### config.mk
export PLATFORM = sky130hd
export DESIGN_NAME = seq_detect_ctrl_flat
export DESIGN_NICKNAME = d
export VERILOG_FILES = /design/src/rtl/seq_detect_ctrl_if.sv /design/src/rtl/seq_detect_ctrl.sv /design/src/flat_wrapper.sv
export SDC_FILE = /design/constraint.sdc
export NUM_CORES = 1
export LEC_CHECK = 0
export ABC_AREA = 1
export CORE_MARGIN = 2
export CORE_UTILIZATION = 46
export DETAILED_ROUTE_END_ITERATION = 16
export PLACE_DENSITY_LB_ADDON = 0.12
export SYNTH_ARGS = -nofsm -noshare
export SYNTH_HDL_FRONTEND = slang
export SYNTH_SLANG_ARGS = --single-unit
### constraint.sdc
create_clock -name i_clock -period 1.5 [get_ports i_clock]
set_input_delay 0.45 -clock i_clock [delete_from_list [all_inputs] [get_ports i_clock]]
set_output_delay 0.45 -clock i_clock [all_outputs]
set_load 0.005 [all_outputs]
### src/rtl/seq_detect_ctrl_if.sv
// Bus between the bit-serial source/controller and the pattern detector.
// Valid/ready: config transfers on an edge where cfg_valid and cfg_ready are both 1; cfg_ready never waits on cfg_valid.
interface seq_detect_ctrl_if #(
  parameter int PAT_W = 4,
  parameter int CNT_W = 8
);
  logic             cfg_valid;
  logic             cfg_ready;
  logic [PAT_W-1:0] cfg_pattern;
  logic [CNT_W-1:0] cfg_limit;
  logic             start;
  logic             abort;
  logic             in_valid;
  logic             in;
  logic             out;
  logic [CNT_W-1:0] match_count;
  logic             busy;
  logic             done;

  modport master (
    output cfg_valid, cfg_pattern, cfg_limit, start, abort, in_valid, in,
    input  cfg_ready, out, match_count, busy, done
  );

  modport slave (
    input  cfg_valid, cfg_pattern, cfg_limit, start, abort, in_valid, in,
    output cfg_ready, out, match_count, busy, done
  );
endinterface

### src/rtl/seq_detect_ctrl.sv
// Programmable serial pattern detector with overlapping match, saturating
// match counter and an optional match limit that parks the block in DONE.
module seq_detect_ctrl #(
  parameter int               PAT_W       = 4,
  parameter int               CNT_W       = 8,
  parameter logic [PAT_W-1:0] DEFAULT_PAT = 4'b1001
) (
  input  logic               i_clock,
  input  logic               i_reset_n,
  seq_detect_ctrl_if.slave   io_bus,
  output logic [1:0]         o_dbg_state
);

  localparam int FILL_W = $clog2(PAT_W + 1);

  typedef enum logic [1:0] {
    S_IDLE = 2'd0,
    S_RUN  = 2'd1,
    S_DONE = 2'd2
  } state_t;

  state_t             r_state;
  state_t             w_next;
  logic [PAT_W-1:0]   r_pattern;
  logic [CNT_W-1:0]   r_limit;
  logic [PAT_W-2:0]   r_hist;
  logic [FILL_W-1:0]  r_fill;
  logic               r_out;
  logic [CNT_W-1:0]   r_count;

  logic [PAT_W-1:0]   w_window;
  logic               w_cfg_ready;
  logic               w_shift;
  logic               w_full;
  logic               w_match;
  logic [CNT_W:0]     w_cnt_plus;
  logic               w_limit_hit;
  logic               w_arm;

  assign w_cfg_ready = (r_state == S_IDLE);
  assign w_window    = {r_hist, io_bus.in};
  // abort outranks everything, so it also suppresses the shift and the match
  assign w_shift     = (r_state == S_RUN) && io_bus.in_valid && !io_bus.abort;
  assign w_full      = (r_fill >= FILL_W'(PAT_W - 1));
  assign w_match     = w_shift && w_full && (w_window == r_pattern);
  assign w_cnt_plus  = {1'b0, r_count} + {{CNT_W{1'b0}}, 1'b1};
  assign w_limit_hit = w_match && (r_limit != '0) && (w_cnt_plus == {1'b0, r_limit});
  assign w_arm       = (r_state != S_RUN) && io_bus.start && !io_bus.abort;

  always_comb begin
    w_next = r_state;
    unique case (r_state)
      S_IDLE: if (w_arm) w_next = S_RUN;
      S_RUN: begin
        if (io_bus.abort)     w_next = S_IDLE;
        else if (w_limit_hit) w_next = S_DONE;
      end
      S_DONE: begin
        if (io_bus.abort)     w_next = S_IDLE;
        else if (w_arm)       w_next = S_RUN;
      end
      default: w_next = S_IDLE;
    endcase
  end

  always_ff @(posedge i_clock or negedge i_reset_n) begin
    if (!i_reset_n) r_state <= S_IDLE;
    else            r_state <= w_next;
  end

  always_ff @(posedge i_clock or negedge i_reset_n) begin
    if (!i_reset_n) begin
      r_pattern <= DEFAULT_PAT;
      r_limit   <= '0;
      r_hist    <= '0;
      r_fill    <= '0;
      r_out     <= 1'b0;
      r_count   <= '0;
    end else begin
      // config taken in IDLE lands on the same edge as start, so the run uses it
      if (io_bus.cfg_valid && w_cfg_ready) begin
        r_pattern <= io_bus.cfg_pattern;
        r_limit   <= io_bus.cfg_limit;
      end
      if (w_arm) begin
        r_hist  <= '0;
        r_fill  <= '0;
        r_count <= '0;
        r_out   <= 1'b0;
      end else if (w_shift) begin
        r_hist <= w_window[PAT_W-2:0];
        if (r_fill != FILL_W'(PAT_W)) r_fill <= r_fill + 1'b1;
        r_out <= w_match;
        if (w_match && !w_cnt_plus[CNT_W]) r_count <= w_cnt_plus[CNT_W-1:0];
      end else begin
        r_out <= 1'b0;
      end
    end
  end

  assign io_bus.cfg_ready   = w_cfg_ready;
  assign io_bus.out         = r_out;
  assign io_bus.match_count = r_count;
  assign io_bus.busy        = (r_state == S_RUN);
  assign io_bus.done        = (r_state == S_DONE);
  assign o_dbg_state        = r_state;

endmodule

### src/flat_wrapper.sv
// flat-port wrapper written by rule: the top's interface ports become plain ports
module seq_detect_ctrl_flat 
#(
  parameter int               PAT_W       = 4,
  parameter int               CNT_W       = 8,
  parameter logic [PAT_W-1:0] DEFAULT_PAT = 4'b1001
)
  (i_clock, i_reset_n, o_dbg_state, io_bus_cfg_valid, io_bus_cfg_pattern, io_bus_cfg_limit, io_bus_start, io_bus_abort, io_bus_in_valid, io_bus_in, io_bus_cfg_ready, io_bus_out, io_bus_match_count, io_bus_busy, io_bus_done);
  seq_detect_ctrl_if #(.PAT_W(PAT_W), .CNT_W(CNT_W)) io_bus_i ();
  input  logic i_clock;
  input  logic i_reset_n;
  output logic [1:0] o_dbg_state;
  input wire logic [$bits(io_bus_i.cfg_valid)-1:0] io_bus_cfg_valid;
  input wire logic [$bits(io_bus_i.cfg_pattern)-1:0] io_bus_cfg_pattern;
  input wire logic [$bits(io_bus_i.cfg_limit)-1:0] io_bus_cfg_limit;
  input wire logic [$bits(io_bus_i.start)-1:0] io_bus_start;
  input wire logic [$bits(io_bus_i.abort)-1:0] io_bus_abort;
  input wire logic [$bits(io_bus_i.in_valid)-1:0] io_bus_in_valid;
  input wire logic [$bits(io_bus_i.in)-1:0] io_bus_in;
  output wire logic [$bits(io_bus_i.cfg_ready)-1:0] io_bus_cfg_ready;
  output wire logic [$bits(io_bus_i.out)-1:0] io_bus_out;
  output wire logic [$bits(io_bus_i.match_count)-1:0] io_bus_match_count;
  output wire logic [$bits(io_bus_i.busy)-1:0] io_bus_busy;
  output wire logic [$bits(io_bus_i.done)-1:0] io_bus_done;
  assign io_bus_i.cfg_valid = io_bus_cfg_valid;
  assign io_bus_i.cfg_pattern = io_bus_cfg_pattern;
  assign io_bus_i.cfg_limit = io_bus_cfg_limit;
  assign io_bus_i.start = io_bus_start;
  assign io_bus_i.abort = io_bus_abort;
  assign io_bus_i.in_valid = io_bus_in_valid;
  assign io_bus_i.in = io_bus_in;
  assign io_bus_cfg_ready = io_bus_i.cfg_ready;
  assign io_bus_out = io_bus_i.out;
  assign io_bus_match_count = io_bus_i.match_count;
  assign io_bus_busy = io_bus_i.busy;
  assign io_bus_done = io_bus_i.done;
  seq_detect_ctrl #(.PAT_W(PAT_W), .CNT_W(CNT_W), .DEFAULT_PAT(DEFAULT_PAT)) u_core (.i_clock(i_clock), .i_reset_n(i_reset_n), .io_bus(io_bus_i), .o_dbg_state(o_dbg_state));
endmodule
==> flow_metrics.py <==
metrics = {
    "critical_path": {
        "setup.worst_path.start": "u_core.io_bus.match_count[0]$_DFFE_PN0P_",
        "crit_slowest_cell": "dfrtp_2",
        "reg2regPathDepth": 13,
        "cpMostUsedCell": "nand2_1",
        "cp_num_cells": 13,
        "crit_chain": "buf_6 -> ha_4 -> inv_2 -> nand2_1 -> nand2_1 -> nor2_1 -> nand2_1 -> nor2_1 -> nand3_1 -> nor2_1 -> nand2_1 -> nand2_1 -> nand2_1",
        "rr_endpoint": "u_core.o_dbg_state[0]$_DFFE_PN0P_",
        "cp-start-kind": "flip-flop",
        "worstSetupPathType": "reg -> reg",
        "cp-end-kind": "flip-flop",
        "r2r_start": "u_core.io_bus.match_count[0]$_DFFE_PN0P_",
        "max_stage_delay_ps": 430,
        "cp_num_buf_inv": 2,
        "r2r_setup_slack_ps": -210,
        "cp_data_required_time_ps": 1720,
        "crit_fanout": 2,
        "crit_arrival_ps": 1930,
        "cp-endpoint": "u_core.o_dbg_state[0]$_DFFE_PN0P_",
        "critPathTopFamily": "simple AND/OR/NAND/NOR gates",
    },
    "placed_design": {
        "port_buffers": 32,
        "place_hpwl_um": 2750,
        "dp.cells": 322,
        "place.gp.congestion": 0.879,
    },
    "power_and_ir_drop": {
        "p_sw_share_pct": 32.3,
        "power_frac_comb_pct": 37.2,
        "p_clk_share_pct": 20.1,
        "irDropWorstVdd_mv": 0.778,
        "p_sw_uw": 750,
        "seqPwrFrac_pct": 42.7,
        "power.internal_mw": 1.58,
        "powerDensity_nw_per_um2": 874,
        "p_leak_nw": 1.30,
    },
    "layout": {
        "drive_above_1_share_pct": 37.3,
        "diodes": 0,
        "register_area_um2": 734,
        "final_cells": 352,
        "syn2layout_area_growth_pct": 62.2,
        "nNetsFinal": 329,
        "fillers": 236,
        "multiInputGateArea_um2": 911,
    },
    "sta": {
        "clock_skew_ps": 8.89,
        "setup_violations": 16,
        "worst_slack_ps": -213,
        "relSlewSlack_pct": 86.0,
        "worst_pin_slew_ps": 209,
        "post-route-period-util_pct": 114,
        "slew_viol_final": 0,
        "fin_crit_ps": 1710,
        "rsz0062_at_grt": "yes",
        "finalHoldViolations": 0,
        "whs_ps": 488,
        "fmax_mhz": 584,
    },
    "global_route": {
        "grt_pass1_vias": 1574,
        "grt_use_total_pct": 21.6,
        "antenna_found_initial": 0,
        "grt_pass1_wl_um": 6760,
        "grt_max_degree": 30,
        "grt.overflow.total": 0,
    },
    "detailed_routing": {
        "viasPerCell": 4.88,
        "wl_per_cell_um": 11.9,
        "wirelength_um": 4210,
        "first_pass_iters": 4,
        "route.detailed.drc": 0,
        "final_antenna_net_count": 0,
        "drtIter0Drc": 81,
        "vias": 1717,
    },
    "die": {
        "core_area_um2": 3390,
        "dieArea_um2": 4060,
        "dieHeight_um": 63.7,
        "start_util_pct": 48.4,
        "die_width_um": 63.7,
        "rows": 21,
        "io_pins": 33,
    },
    "hold_path": {
        "min_path_type": "in -> async",
    },
    "synth": {
        "ys_seq_elements": 29,
        "synth_cells": 217,
        "seq_area_frac_synth_pct": 44.4,
        "syn_avg_cell_area_um2": 7.56,
        "syn-num-nets": 240,
        "syn_area_um2": 1640,
        "yosysUniqueCellTypes": 29,
        "ys_warn_count": 0,
    },
    "cts": {
        "cts_sinks": 29,
        "clk_latency_ps": 320,
        "cts_tree": "built",
        "cts_buffers": 5,
        "clockBufferDepth": 2,
        "root_buffer": "clkbuf_4",
        "clkTransAtPathRegs_ps": 90,
        "htreeDepth": 2,
    },
    "status": {
        "violations": "setup timing",
        "status": "finished with violations",
    },
    "flow_run": {
        "drv_cap": 0,
    },
}
==> repair_timing <==
item / CTS / global route
gates resized for setup: 57 / 34
hold buffers: 0 / 0
pin swaps: 16 / 16
buffers inserted: 16 / 11
setup endpoints to repair: 25 / 26
hold endpoints to repair: 0 / 0
==> final cells by class <==
cell class,count,area share (%)
Sequential cell,29,27.6
Clock buffer,7,2.07
Multi-Input combinational cell,150,34.2
Timing Repair Buffer,84,28.7
Inverter,36,5.27
Tap cell,46,2.16
==> cell usage after synthesis <==
cell	count	area, um2
o32ai_1	1	8.76
clkinv_1	1	3.75
nand2_2	4	25.0
o21a_1	1	7.51
nor3_1	1	5.00
a221oi_1	1	8.76
o21ai_1	3	15.0
a21oi_1	13	65.1
nand4_1	2	12.5
a21oi_2	2	17.5
clkbuf_1	2	7.51
inv_2	2	7.51
nor2_1	26	97.6
mux2_2	1	11.3
nand3_1	14	70.1
or2_2	1	6.26
inv_1	33	124
dfstp_2	2	52.6
nand2_4	2	22.5
nand2_1	59	221
ha_1	4	50.1
nor2_4	3	33.8
o21ai_0	1	5.00
nand3_2	1	10.0
o31ai_1	1	7.51
dfrtp_1	27	676
o22ai_1	7	43.8
nor3_4	1	16.3
xnor2_1	1	8.76
==> routing by layer <==
metal / GRT usage (%) / part of all wire, %
met1: 28.7 / 46
met5: 0 / 0
met4: 7.07 / 1.3
met2: 34.3 / 49
met3: 5.54 / 4.4
==> placed cells by master (no fill, tap or decap), types with 2 or more instances in the layout <==
cell type,instances
nand2_1,56
a21oi_1,12
o21ai_1,2
nand2_2,6
clkdlybuf4s50_1,17
nor2_1,21
o22ai_1,2
nand2_4,2
inv_4,2
buf_6,16
buf_4,37
ha_4,2
a21oi_2,2
nand3_2,2
dfstp_2,2
dfrtp_1,22
nand4_1,2
inv_1,29
o22ai_2,5
nand3_1,13
buf_12,2
clkbuf_2,2
clkbuf_4,5
inv_2,4
dlygate4sd2_1,6
nor2_4,6
dfrtp_2,5
nor2_2,2
buf_2,2
==> how the worst min path moves through the flow <==
stage | start | end | slack [ps] | cells past startpoint
global placement | u_core.r_hist[2]$_DFFE_PN0P_ | u_core.r_hist[2]$_DFFE_PN0P_ | 500 | 2
finish | i_reset_n | u_core.io_bus.match_count[1]$_DFFE_PN0P_ | 490 | 2
global route | i_reset_n | u_core.r_limit[6]$_DFFE_PN0P_ | 480 | 2
floorplan | i_reset_n | u_core.io_bus.match_count[0]$_DFFE_PN0P_ | 150 | 0
CTS | i_reset_n | u_core.io_bus.match_count[0]$_DFFE_PN0P_ | 490 | 2
detailed placement | u_core.r_hist[2]$_DFFE_PN0P_ | u_core.r_hist[2]$_DFFE_PN0P_ | 500 | 2
==> logic make-up (layout without fill, tap and decap cells) <==
logic type,Yosys count,count (layout),share of synthesized area (%)
and+or+nand+nor,114,114,31.7
buffers and inverters,38,127,8.70
AOI/OAI and AO/OA,30,30,10.9
DFF,29,29,44.4
adders and majority gates,4,4,3.05
xor gates and xnor gates,1,1,0.534
muxes,1,1,0.686
==> stage by stage <==
stage	power, mW	cell area (um2)	utilization (%)	TNS (ps)	worst slack, ps
CTS	2.24	2520	74.4	-1930	-183
detailed placement	1.70	2250	66.5	-6590	-462
finish	2.33	2660	78.5	-1480	-213
global route	2.49	2660	78.5	-2960	-395
floorplan	1.36	1640	-	0	1.57
global placement	1.69	2250	66.5	-6190	-419
==> power by group through the flow <==
stage	Combinational, mW	Clock [mW]	Sequential [mW]
after floorplan	0.364	0	0.995
after global routing	0.962	0.522	1.01
final	0.864	0.468	0.994
after global placement	0.690	0	0.999
after detailed placement	0.698	0	1.00
after CTS	0.764	0.483	0.988
==> state kept, by name (all words and copies together), names as in the netlist <==
| name | count |
|---|---|
| u_core.io_bus.out | 1 |
| u_core.r_hist | 3 |
| u_core.r_fill | 3 |
| u_core.o_dbg_state | 2 |
| u_core.io_bus.match_count | 8 |
| u_core.r_pattern | 4 |
| u_core.r_limit | 8 |
No activity file was read; power rests on OpenSTA's default activity.
==> variant 1 (same settings) <==
`CNT_W` is set to 8 in 3 places; all go to 12.
--- a/src/rtl/seq_detect_ctrl_if.sv
+++ b/src/rtl/seq_detect_ctrl_if.sv
@@ -3,5 +3,5 @@
 interface seq_detect_ctrl_if #(
   parameter int PAT_W = 4,
-  parameter int CNT_W = 8
+  parameter int CNT_W = 12
 );
   logic             cfg_valid;
--- a/src/rtl/seq_detect_ctrl.sv
+++ b/src/rtl/seq_detect_ctrl.sv
@@ -3,5 +3,5 @@
 module seq_detect_ctrl #(
   parameter int               PAT_W       = 4,
-  parameter int               CNT_W       = 8,
+  parameter int               CNT_W       = 12,
   parameter logic [PAT_W-1:0] DEFAULT_PAT = 4'b1001
 ) (
--- a/src/flat_wrapper.sv
+++ b/src/flat_wrapper.sv
@@ -3,5 +3,5 @@
 #(
   parameter int               PAT_W       = 4,
-  parameter int               CNT_W       = 8,
+  parameter int               CNT_W       = 12,
   parameter logic [PAT_W-1:0] DEFAULT_PAT = 4'b1001
 )
Ports: changed (resized io_bus_cfg_limit and io_bus_match_count); port bits go from 33 to 41. No check against the original RTL was run, so the function may have changed too.
==> variant 1 against the original RTL <==
  * The run still ends with setup timing left
  * Worst hold slack got worse by 380 ps
  * Area after synthesis rose by 33%
  * Setup slack got worse by 47 ps
  * Wire length grew 72%
  * Design area rose by 37%
  * Sequential power up 34%
  * Power rose by 44%
  * Maximum frequency shrank 2.7%
  * Sequential share of layout area shrank 1.9 points
  * Sequential cell count grew 8
  * Critical path type unchanged
  * Critical endpoint unchanged
  * Largest cell class unchanged
  * Highest routed layer unchanged
==> variant 1: results (changes against the original RTL) <==
Status = complete, but fails checks
Violations in the final reports = setup timing
RePlAce Congestion = 0.844 (-4.0%)
Via count = 2559 (+49%)
GRT Total Usage = 26.2% (+4.5 points)
Synth warn = 0 (unchanged)
Latest clock arrival within the worst-skew pair = 290 ps (-30 ps)
Startpoint of the worst register-to-register path = u_core.io_bus.match_count[3]$_DFFE_PN0P_
Initial DRC Count = 217 (+170%)
Final wirelength = 7220 um (+72%)
Initial antenna violation count = 0 (unchanged)
P_comb = 0.00124 W (+44%)
Critical path's largest stage delay = 410 ps (-20 ps)
Htree depth = 2 (unchanged)
Post-synthesis sequential area ratio = 42.5% (-1.9 points)
Post-DP HPWL = 4150 um (+51%)
Avg Inst Size Synth = 7.17 sq um (-5.2%)
Top post-synthesis cells by area = dfrtp_1, nand2_1, nand3_1
Final worst slack = -260 ps (-47.0 ps)
CP delay by family, top = simple AND/OR/NAND/NOR gates
CTS root buf = clkbuf_8
IO Port Bufs = 40 (+25%)
Dpl cells = 444 (+38%)
Clock Sinks = 37 (+28%)
Num CTS Buffers = 5 (unchanged)
CTS max path bufs = 2 (unchanged)
Max stage delay cell, worst path = dfrtp_1
Antenna Cells = 0 (unchanged)
Vias/cell = 5.29 (+8.4%)
Share of cells above drive strength 1 = 38.4% (+1.1 points)
Placed Area = 3030 sq um (+35%)
Syn Nets = 332 (+38%)
Slew HR = 79.2% (-6.7 points)
Critical Path AT = 1940 ps
Nets@finish = 456 (+39%)
1st-pass router iterations = 6 (+2)
Sw Share = 33.5% (+1.3 points)
Fillers = 317 (+34%)
Most frequent cells after synthesis = nand2_1, inv_1, nand3_1, nor2_1, dfrtp_1
Hold Path Class = in2async
Final setup viols = 21 (+5)
Post-CTS Setup Repair Bufs = 21 (+5)
P_clk = 0.000783 W (+67%)
Vias in the first global route = 2469 (+57%)
Critical-path maximum fanout = 5 (+3)
Design Power = 0.00335 W (+44%)
Dpl ws = -465 ps (-3.64 ps)
Post-synthesis cell type count = 29 (unchanged)
Setup_tns = -2630 ps (-1140 ps)
Static leakage = 1.82 nW (+40%)
Layout Skew = 5.69 ps (-3.20 ps)
Synth async-reset ratio = 100% (unchanged)
Post_cts resized = 76 (+33%)
Layout Area Growth over Synthesis = 66.3%
Largest net degree at the start of global routing = 38 (+27%)
Worst VDD drop = 775 uV (-0.44%)
First-pass GRT wire length = 10800 um (+60%)
variant 1: cell types whose count changed after synthesis, sizes merged, moves of 3 or more:
| cell | delta |
|---|---|
| inv | +10 |
| nor2 | +14 |
| nand3b | +3 |
| nand2 | +16 |
| buf | +3 |
| dfrtp | +8 |
| nand3 | +25 |
| o22ai | -4 |
| o21ai | +12 |
variant 1: cell type report:
class / instances / share of cell area, %
Clock inverter: 1 / 0.138
Multi-Input combinational cell: 219 / 35.8
Inverter: 46 / 5.02
Tap cell: 54 / 1.86
Clock buffer: 7 / 2.65
Timing Repair Buffer: 120 / 28.8
Sequential cell: 37 / 25.7
variant 1: final timing paths:
kind / to / slack (ps) / cells past startpoint
min reg2reg: u_core.r_hist[2]$_DFFE_PN0P_ / 550 / 2
min: u_core.r_limit[6]$_DFFE_PN0P_ / 110 / 2
max reg2reg: u_core.o_dbg_state[0]$_DFFE_PN0P_ / -260 / 12
max: u_core.o_dbg_state[0]$_DFFE_PN0P_ / -260 / 12
max in group asynchronous: u_core.r_pattern[0]$_DFFE_PN1P_ / 1120 / 2
min in group i_clock: u_core.r_hist[2]$_DFFE_PN0P_ / 550 / 2
variant 1: cell families (layout without fill, tap and decap cells):
kind of cell,count (synthesis),count (layout),share of synthesized area (%)
and+or+nand+nor,172,174,35.0
AOI/OAI and AO/OA,36,36,8.70
buffers and inverters,51,174,9.16
xor gates and xnor gates,2,2,0.802
muxes,3,3,1.55
DFF,37,37,42.5
adders and majority gates,4,4,2.29
variant 1: routing by layer:
metal,global-route usage [%],part of all wire [%],vias to the layer above
met5,0,0,-
met4,12.6,3.9,0
met3,3.59,5.1,34
met2,47.2,52,97
met1,30.3,39,1200
li1,-,-,1228
==> variant 2 (config.mk and constraints unchanged) <==
Without the edit above. Register the output `o_dbg_state` once more; this adds one clock of latency there. The other outputs are not delayed to match.
--- a/src/rtl/seq_detect_ctrl.sv
+++ b/src/rtl/seq_detect_ctrl.sv
@@ -104,5 +104,7 @@
   assign io_bus.busy        = (r_state == S_RUN);
   assign io_bus.done        = (r_state == S_DONE);
-  assign o_dbg_state        = r_state;
+  always_ff @(posedge i_clock) begin
+    o_dbg_state <= r_state;
+  end
 
 endmodule
Behaviour: not the same (a bounded check fails within 4 cycles, from zero or initial values and one cycle with i_reset_n low).
==> variant 2 against the original RTL <==
  * The run still ends with setup timing left
  * Sequential share of layout area rose by 1.1 points
  * Maximum frequency grew 3.0%
  * Design area up 1.0%
  * Count of clock-buffer cells in the layout unchanged
  * Setup slack improved by 51 ps
  * Combinational power increased by 15%
  * Sequential cell count up 2
  * Area after synthesis is 3.2% higher
  * Sequential power rose by 9.7%
  * Wire length grew 4.9%
  * Power is 19% higher
  * Largest cell class unchanged
  * Largest power group unchanged
==> variant 2: results (changes against the original RTL) <==
P_clk = 0.000680 W (+45%)
Layout Skew = 4.87 ps (-4.02 ps)
Post-DP HPWL = 2860 um (+3.9%)
Post-synthesis sequential area ratio = 45.4% (+0.99 points)
Static leakage = 1.34 nW (+3.0%)
Vias in the first global route = 1606 (+2.0%)
PD cells = 1030 nW/um^2 (+17%)
Share of cells above drive strength 1 = 35.3% (-2.0 points)
Gate Count Post-Synth = 221 (+1.8%)
Internal power = 0.00185 W (+17%)
Final wirelength = 4410 um (+4.9%)
Largest net degree at the start of global routing = 30 (unchanged)
GRT Total Usage = 22.4% (+0.77 points)
Dpl cells = 328 (+1.9%)
Wire length per cell = 12.4 um (+3.4%)
Hold Path Class = reg2reg
Most frequent cells after synthesis = nand2_1, inv_1, dfrtp_1, nor2_1, nand3_1
Critical Path AT = 1840 ps (-90 ps)
Slew HR = 82.2% (-3.8 points)
Violations in the final reports = setup timing
Status = complete, but fails checks
Setup_tns = -891 ps (+593 ps)
RePlAce Congestion = 0.860 (-2.1%)
Top post-synthesis cells by area = dfrtp_1, nand2_1, inv_1
First-pass GRT wire length = 7150 um (+5.8%)
Worst VDD drop = 758 uV (-2.6%)
Final worst slack = -162 ps (+50.5 ps)
Worst reg-to-reg path cell count = 12 (-1)
Latest clock arrival within the worst-skew pair = 280 ps (-40 ps)
Final setup viols = 14 (-2)
Synth async-reset ratio = 93.5% (-6.5 points)
Post-synthesis cell type count = 31 (+6.9%)
Sequential Power Share = 39.5% (-3.2 points)
Dpl ws = -476 ps (-14.0 ps)
Hold_ws = 433 ps (-55.4 ps)
[variant 2: changes by cell type after synthesis, sizes merged, moves of 2 or more]
cell	unedited run	this run
o22ai	7	5
nand3	15	18
dfxtp	0	2
a21oi	15	13
o21ai	4	8
[variant 2: through the flow]
stage	util [%]	cell area, sq um
after floorplan	-	1690
after global placement	63.7	2300
after detailed placement	63.7	2300
after CTS	71.2	2570
after global routing	74.6	2690
final	74.6	2690
[variant 2: layer usage]
metal	vias to the layer above	track usage, %	wire (um)
met5	-	0	0
met4	0	8.78	111
met3	10	4.69	147
met2	36	36.8	2190
met1	825	28.9	1960
li1	878	-	-
[variant 2: worst reg2reg max path: cells and delay by family, from the launching register on]
family / cells / cell delay (ps)
buffers and inverters: 2 / 280
flip-flops: 1 / 430
AND/OR/NAND/NOR: 10 / 860
[variant 2: layout make-up]
cell class,count,area [sq um],area share (%)
clock inverters,1,5.00,0.186
inverters,35,136,5.07
repair buffers,82,726,27.0
multi-input cells,153,903,33.6
well taps,48,60.1,2.23
flip-flops and latches,31,772,28.7
clock buffers,7,86.3,3.21
[variant 2: repair_timing]
action	in CTS	in global routing
pin swaps	14	18
buffers inserted	14	7
endpoints found under the hold margin	0	0
cloned	0	0
resized for setup	50	32
setup endpoints to repair	29	26
[variant 2: cells by family after synthesis]
group                      Yosys count  synth area share, %
and+or+nand+nor                    118                 31.6
AOI/OAI and AO/OA                   29                 10.6
adders and majority gates            4                 2.96
xor gates and xnor gates             1                0.517
muxes                                1                0.665
DFF                                 31                 45.4
buffers and inverters               37                 8.20
